[src/rtl/capture_window_pkg.sv]
// Shared types and constants for the capture window and its trigger source.
// Frame-length defaults live beside the trigger period so they can be cross-checked.
package capture_window_pkg;

  typedef enum logic [1:0] {
    ST_IDLE    = 2'd0,
    ST_DELAY   = 2'd1,
    ST_CAPTURE = 2'd2
  } cw_state_e;

  localparam int DEFAULT_CAPTURE_LEN = 4096;
  localparam int DEFAULT_PRE_DELAY   = 0;
  localparam int TRIG_PERIOD         = 8192;

  // A nominal (gap-free) frame must end before the next periodic trigger arrives.
  function automatic bit frame_fits(input int len, input int dly, input int period);
    return (dly + len) < period;
  endfunction

endpackage

[src/rtl/capture_window_sat_counter.sv]
// Event counter with an optional saturate-at-all-ones mode; wraps otherwise.
module capture_window_sat_counter #(
  parameter int WIDTH    = 16,
  parameter bit SATURATE = 1'b1
) (
  input  logic             clk_in,
  input  logic             rst_in,
  input  logic             inc_in,
  output logic [WIDTH-1:0] count_out
);

  logic [WIDTH-1:0] count_q;
  logic [WIDTH-1:0] count_d;

  always_comb begin
    count_d = count_q;
    if (inc_in && !(SATURATE && (&count_q))) begin
      count_d = count_q + 1'b1;
    end
  end

  always_ff @(posedge clk_in) begin
    if (rst_in) begin
      count_q <= '0;
    end else begin
      count_q <= count_d;
    end
  end

  assign count_out = count_q;

endmodule

[src/rtl/capture_window.sv]
// Turns each accepted trigger into one fixed-length frame of ADC samples with
// registered valid/first/last framing, plus frame and dropped-trigger counters.
module capture_window
  import capture_window_pkg::*;
#(
  parameter int SAMPLE_WIDTH = 16,
  parameter int CAPTURE_LEN  = DEFAULT_CAPTURE_LEN,
  parameter int PRE_DELAY    = DEFAULT_PRE_DELAY,
  parameter int CNT_WIDTH    = 16
) (
  input  logic                    clk_in,
  input  logic                    rst_in,
  input  logic                    enable_in,
  input  logic                    trigger_in,
  input  logic [SAMPLE_WIDTH-1:0] sample_in,
  input  logic                    sample_valid_in,
  output logic [SAMPLE_WIDTH-1:0] data_out,
  output logic                    valid_out,
  output logic                    first_out,
  output logic                    last_out,
  output logic                    busy_out,
  output logic [CNT_WIDTH-1:0]    frame_count_out,
  output logic [CNT_WIDTH-1:0]    missed_count_out
);

  localparam int DLY_W = (PRE_DELAY > 0) ? $clog2(PRE_DELAY + 1) : 1;
  localparam int SCW   = $clog2(CAPTURE_LEN + 1);
  localparam logic [DLY_W-1:0] DLY_LAST = DLY_W'(PRE_DELAY - 1);
  localparam logic [SCW-1:0]   LEN_C    = SCW'(CAPTURE_LEN);

  if (CAPTURE_LEN < 1) begin : g_bad_len
    $error("capture_window: CAPTURE_LEN must be at least 1");
  end
  if (!frame_fits(CAPTURE_LEN, PRE_DELAY, TRIG_PERIOD)) begin : g_frame_too_long
    $error("capture_window: frame does not fit inside the trigger period");
  end

  cw_state_e         state_q, state_d;
  logic [DLY_W-1:0]  delay_cnt_q, delay_cnt_d;
  logic [SCW-1:0]    sample_cnt_q, sample_cnt_d;
  logic [SCW-1:0]    sample_cnt_next;

  logic [SAMPLE_WIDTH-1:0] data_q, data_d;
  logic valid_q, valid_d;
  logic first_q, first_d;
  logic last_q, last_d;
  logic busy_q, busy_d;
  logic beat;
  logic missed_inc;

  assign sample_cnt_next = sample_cnt_q + 1'b1;

  // State register
  always_ff @(posedge clk_in) begin
    if (rst_in) begin
      state_q      <= ST_IDLE;
      delay_cnt_q  <= '0;
      sample_cnt_q <= '0;
    end else begin
      state_q      <= state_d;
      delay_cnt_q  <= delay_cnt_d;
      sample_cnt_q <= sample_cnt_d;
    end
  end

  // Next-state logic
  always_comb begin
    state_d      = state_q;
    delay_cnt_d  = delay_cnt_q;
    sample_cnt_d = sample_cnt_q;
    unique case (state_q)
      ST_IDLE: begin
        if (trigger_in && enable_in) begin
          delay_cnt_d  = '0;
          sample_cnt_d = '0;
          state_d      = (PRE_DELAY > 0) ? ST_DELAY : ST_CAPTURE;
        end
      end
      ST_DELAY: begin
        delay_cnt_d = delay_cnt_q + 1'b1;
        if (delay_cnt_q == DLY_LAST) begin
          state_d = ST_CAPTURE;
        end
      end
      ST_CAPTURE: begin
        // Invalid cycles simply stall; the frame only ends on its final sample.
        if (sample_valid_in) begin
          if (sample_cnt_next == LEN_C) begin
            state_d      = ST_IDLE;
            sample_cnt_d = '0;
          end else begin
            sample_cnt_d = sample_cnt_next;
          end
        end
      end
      default: state_d = ST_IDLE;
    endcase
  end

  // Output logic
  always_comb begin
    beat       = (state_q == ST_CAPTURE) && sample_valid_in;
    data_d     = beat ? sample_in : data_q;
    valid_d    = beat;
    first_d    = beat && (sample_cnt_q == '0);
    last_d     = beat && (sample_cnt_next == LEN_C);
    busy_d     = (state_d != ST_IDLE);
    missed_inc = trigger_in && (state_q != ST_IDLE);
  end

  always_ff @(posedge clk_in) begin
    if (rst_in) begin
      data_q  <= '0;
      valid_q <= 1'b0;
      first_q <= 1'b0;
      last_q  <= 1'b0;
      busy_q  <= 1'b0;
    end else begin
      data_q  <= data_d;
      valid_q <= valid_d;
      first_q <= first_d;
      last_q  <= last_d;
      busy_q  <= busy_d;
    end
  end

  // Frame count advances on the same edge that registers last_out.
  capture_window_sat_counter #(
    .WIDTH   (CNT_WIDTH),
    .SATURATE(1'b0)
  ) u_frame_cnt (
    .clk_in   (clk_in),
    .rst_in   (rst_in),
    .inc_in   (last_d),
    .count_out(frame_count_out)
  );

  capture_window_sat_counter #(
    .WIDTH   (CNT_WIDTH),
    .SATURATE(1'b1)
  ) u_missed_cnt (
    .clk_in   (clk_in),
    .rst_in   (rst_in),
    .inc_in   (missed_inc),
    .count_out(missed_count_out)
  );

  assign data_out  = data_q;
  assign valid_out = valid_q;
  assign first_out = first_q;
  assign last_out  = last_q;
  assign busy_out  = busy_q;

endmodule

[config.mk]
export PLATFORM = sky130hd
export DESIGN_NAME = capture_window
export DESIGN_NICKNAME = d
export VERILOG_FILES = /design/src/rtl/capture_window_pkg.sv /design/src/rtl/capture_window_sat_counter.sv /design/src/rtl/capture_window.sv
export SDC_FILE = /design/constraint.sdc
export NUM_CORES = 1
export LEC_CHECK = 0
export CORE_MARGIN = 2
export CORE_UTILIZATION = 30
export DETAILED_ROUTE_END_ITERATION = 6
export PLACE_DENSITY_LB_ADDON = 0.15
export SYNTH_ARGS = -nofsm -noshare
export SYNTH_HDL_FRONTEND = slang
export SYNTH_SLANG_ARGS = --single-unit
[constraint.sdc]
create_clock -name clk_in -period 2.8 [get_ports clk_in]
set_clock_uncertainty 0.05 [all_clocks]
set_input_delay 0.56 -clock clk_in [delete_from_list [all_inputs] [get_ports clk_in]]
set_output_delay 0.56 -clock clk_in [all_outputs]
set_load 0.01 [all_outputs]
==> impl_metrics.tcl <==
set metrics [dict create \
    fin_crit_sh_pct 89.5 \
    dp.cells 595 \
    rrSetupSlack_ns 0.29 \
    hold_path_class "reg -> reg" \
    outcome "finished clean" \
    max_freq_mhz 399 \
    grt_first_pass_wirelength_mm 14.0 \
    hold_buffers 0 \
    r2r_end "u_frame_cnt.count_out[8]$_SDFFE_PP0P_" \
    r2r_cells 8 \
    initial_utilization_pct 31.1 \
    numPortBuffers 72 \
    fin_cells 609 \
    io_pins 73 \
    critPathRequiredTime_ns 3.03 \
    power_density_nw_per_um2 434 \
    first_pass_iters 4 \
    arrival_ns 2.74 \
    core_sq_um 10400 \
    ant_nets 0 \
    multiInputGateArea_sq_um 1730 \
    yosysWarnings 0 \
    htree_levels 3 \
    yosys_register_bits 68 \
    clkTransAtPathRegs_ns 0.07 \
    antenna_found_initial 0 \
    diodes 0 \
    cts_tree "built" \
    area_growth_pct 33.5 \
    synth_nets 425 \
    drt_wl_total_mm 8.30 \
    grt_overflow 0 \
    die-area_sq_um 11700 \
    drcViolationCount 0 \
    power.leakage_nw 1.44 \
    grt_max_degree 31 \
    core.rowCount 37 \
    place_hpwl_mm 5.73 \
    vdd_ir_drop_max_uv 211 \
    final_core_util_pct 41.5 \
    relSlewSlack_pct 59.2 \
    final_nets 495 \
    maxCapViolCount 0 \
    drv_slew 0 \
    track_usage_pct 15.0 \
    wl_per_cell_um 13.6 \
    num_vias 3121 \
    yosys_most_used_dff "dfxtp_1" \
    num-fill-cells 1070 \
    cts_resized 0 \
    clk_latency_ns 0.35 \
    grt_pass1_vias 2971 \
    synth-edff-count 0 \
    root_buffer "clkbuf_8" \
    r2r-start "sample_cnt_q[1]$_SDFFE_PP0P_" \
    viasPerCell 5.12 \
    ys_seq_area_share_pct 42.0 \
    drive_gt1_share_pct 7.82 \
    drtIter0Drc 130 \
    critPathKind "reg -> reg" \
    path_max_fanout 13 \
    cp-start-kind "flop" \
    regArea_sq_um 1360 \
    hold_slack_ns 0.404 \
    hold_start "data_out[0]$_SDFFE_PP0P_" \
    min_to "data_out[0]$_SDFFE_PP0P_" \
    setup-tns-final_ns 0 \
    synth_area_sq_um 3240 \
    die_y_um 108 \
    postCtsSetupBuffers 0 \
    endpoint_kind "flop" \
    chipWidth_um 108 \
    clock-sinks 68 \
    clockBufferDepth 2 \
    synth_cell_types 52 \
    holdPathStages 2 \
    netlist_instances 400 \
    cts_buffers 9 \
    syn_avg_cell_area_sq_um 8.10 \
    place_congestion 0.798 \
    postSynth.asyncResetShare_pct 0 \
    hold_violations 0 \
    fin_crit_ns 2.51 \
    rsz0062_at_grt "false" \
    finalSetupViolCount 0 \
    tightest_slew_ns 0.612 \
    power_mw 1.88 \
]
==> layout make-up <==
class / count / area share [%]
Clock buffer: 11 / 3.04
Clock inverter: 3 / 0.925
Multi-Input combinational cell: 292 / 39.9
Tap cell: 136 / 3.93
Timing Repair Buffer: 90 / 20.0
Sequential cell: 68 / 31.5
Inverter: 9 / 0.781
==> cells in the final DEF (no fill, tap or decap), drive strengths merged, types with 5 or more instances in the layout <==
cell type / count
inv: 9
nand3: 18
nand3b: 5
nand4: 13
nand2: 53
and3: 8
nor3: 6
a31oi: 7
clkbuf: 11
nor4: 6
xor2: 10
nor2: 33
or4: 12
and4: 5
o21ai: 12
clkdlybuf4s50: 71
buf: 19
xnor2: 5
a21oi: 39
o31ai: 11
dfxtp: 68
or3: 5
==> synthesized netlist by cell type (2+ instances only) <==
cell        n  share of area (%)
a31oi_1     7                1.4
nor2_1     33                3.8
nor2b_1     3               0.58
buf_2       3               0.46
nand3_1    18                2.8
nand2_1    53                6.1
xnor2_1     5                1.4
clkbuf_1   25                2.9
and2_1      4               0.77
dfxtp_1    68                 42
o21ai_1     6               0.93
nand2b_1    2               0.39
nor4_1      6                1.2
and4_1      4                1.1
o21ai_0     6               0.93
nor3_1      6               0.93
ha_1        4                1.5
buf_1       3               0.35
or4_1      12                2.8
or3_1       5               0.96
and3_1      8                1.5
o31a_1      3               0.81
inv_1       9                1.0
mux2i_1     2               0.62
o31ai_1    11                2.5
nand4_1    13                2.5
xor2_1     10                2.7
a21oi_1    39                6.0
nand3b_1    5                1.2
o21ba_1     2               0.62
nor4b_1     2               0.54
o2111ai_1   3               0.81
==> through the flow <==
step                      setup slack [ns]  area [sq um]
after floorplan                      0.356          3240
after global placement               0.333          4160
after detailed placement             0.292          4160
after CTS                            0.281          4330
after global routing                0.0768          4330
final                                0.293          4330
==> metal layers <==
metal  vias up  global-route usage [%]  share of wire, %
li1       1584                       -                 -
met1      1459                    19.2                48
met2        68                    24.3                46
met3        10                    4.16               4.8
met4         0                    4.95               1.5
met5         -                       0                 0
==> critical path, cell delays in order (launching register included) <==
cell       delay [ns]
dfxtp_1          0.32
buf_4            0.15
and4_4           0.18
a211o_1          0.30
a221oi_2         0.29
o2111ai_2        0.28
buf_4            0.26
or4_1            0.47
a21oi_1          0.15
==> sequential cells by signal, indices dropped and copies added, names as in the netlist <==
register and cells:
sample_cnt_q 13, busy_out 1, u_missed_cnt.count_out 16, data_out 16
u_frame_cnt.count_out 16, state_q 2, valid_out 1, delay_cnt_q 1
last_out 1, first_out 1
==> worst max-delay path by stage <==
stage                            startpoint  slack, ns                                      to  cells after the start
2_1_floorplan  sample_cnt_q[1]$_SDFFE_PP0P_       0.36  u_frame_cnt.count_out[15]$_SDFFE_PP0P_                      8
3_3_place_gp                sample_valid_in       0.33   u_frame_cnt.count_out[8]$_SDFFE_PP0P_                      6
3_5_place_dp   sample_cnt_q[1]$_SDFFE_PP0P_       0.29   u_frame_cnt.count_out[8]$_SDFFE_PP0P_                      8
4_1_cts        sample_cnt_q[1]$_SDFFE_PP0P_       0.28   u_frame_cnt.count_out[8]$_SDFFE_PP0P_                      8
5_1_grt        sample_cnt_q[1]$_SDFFE_PP0P_       0.08   u_frame_cnt.count_out[8]$_SDFFE_PP0P_                      8
6_report       sample_cnt_q[1]$_SDFFE_PP0P_       0.29   u_frame_cnt.count_out[8]$_SDFFE_PP0P_                      8
==> cells by family (layout without fill, tap and decap cells) <==
logic type / count (synthesis) / count (layout) / share of synthesized area [%]
adders and majority gates: 4 / 4 / 1.54
AOI/OAI and AO/OA: 90 / 90 / 17.8
xor gates and xnor gates: 15 / 15 / 4.05
and+or+nand+nor: 180 / 180 / 28.9
DFF: 68 / 68 / 42.0
buffers and inverters: 40 / 113 / 4.75
muxes: 3 / 3 / 0.965
==> report_power, final <==
part           internal, mW  leakage [nW]  total [mW]  switching (mW)
registers             0.980         0.549       0.988         0.00844
clock network         0.399        0.0890       0.754           0.354
logic                0.0669         0.806       0.135          0.0683
Note: power is estimated with default switching activity, not from simulation.
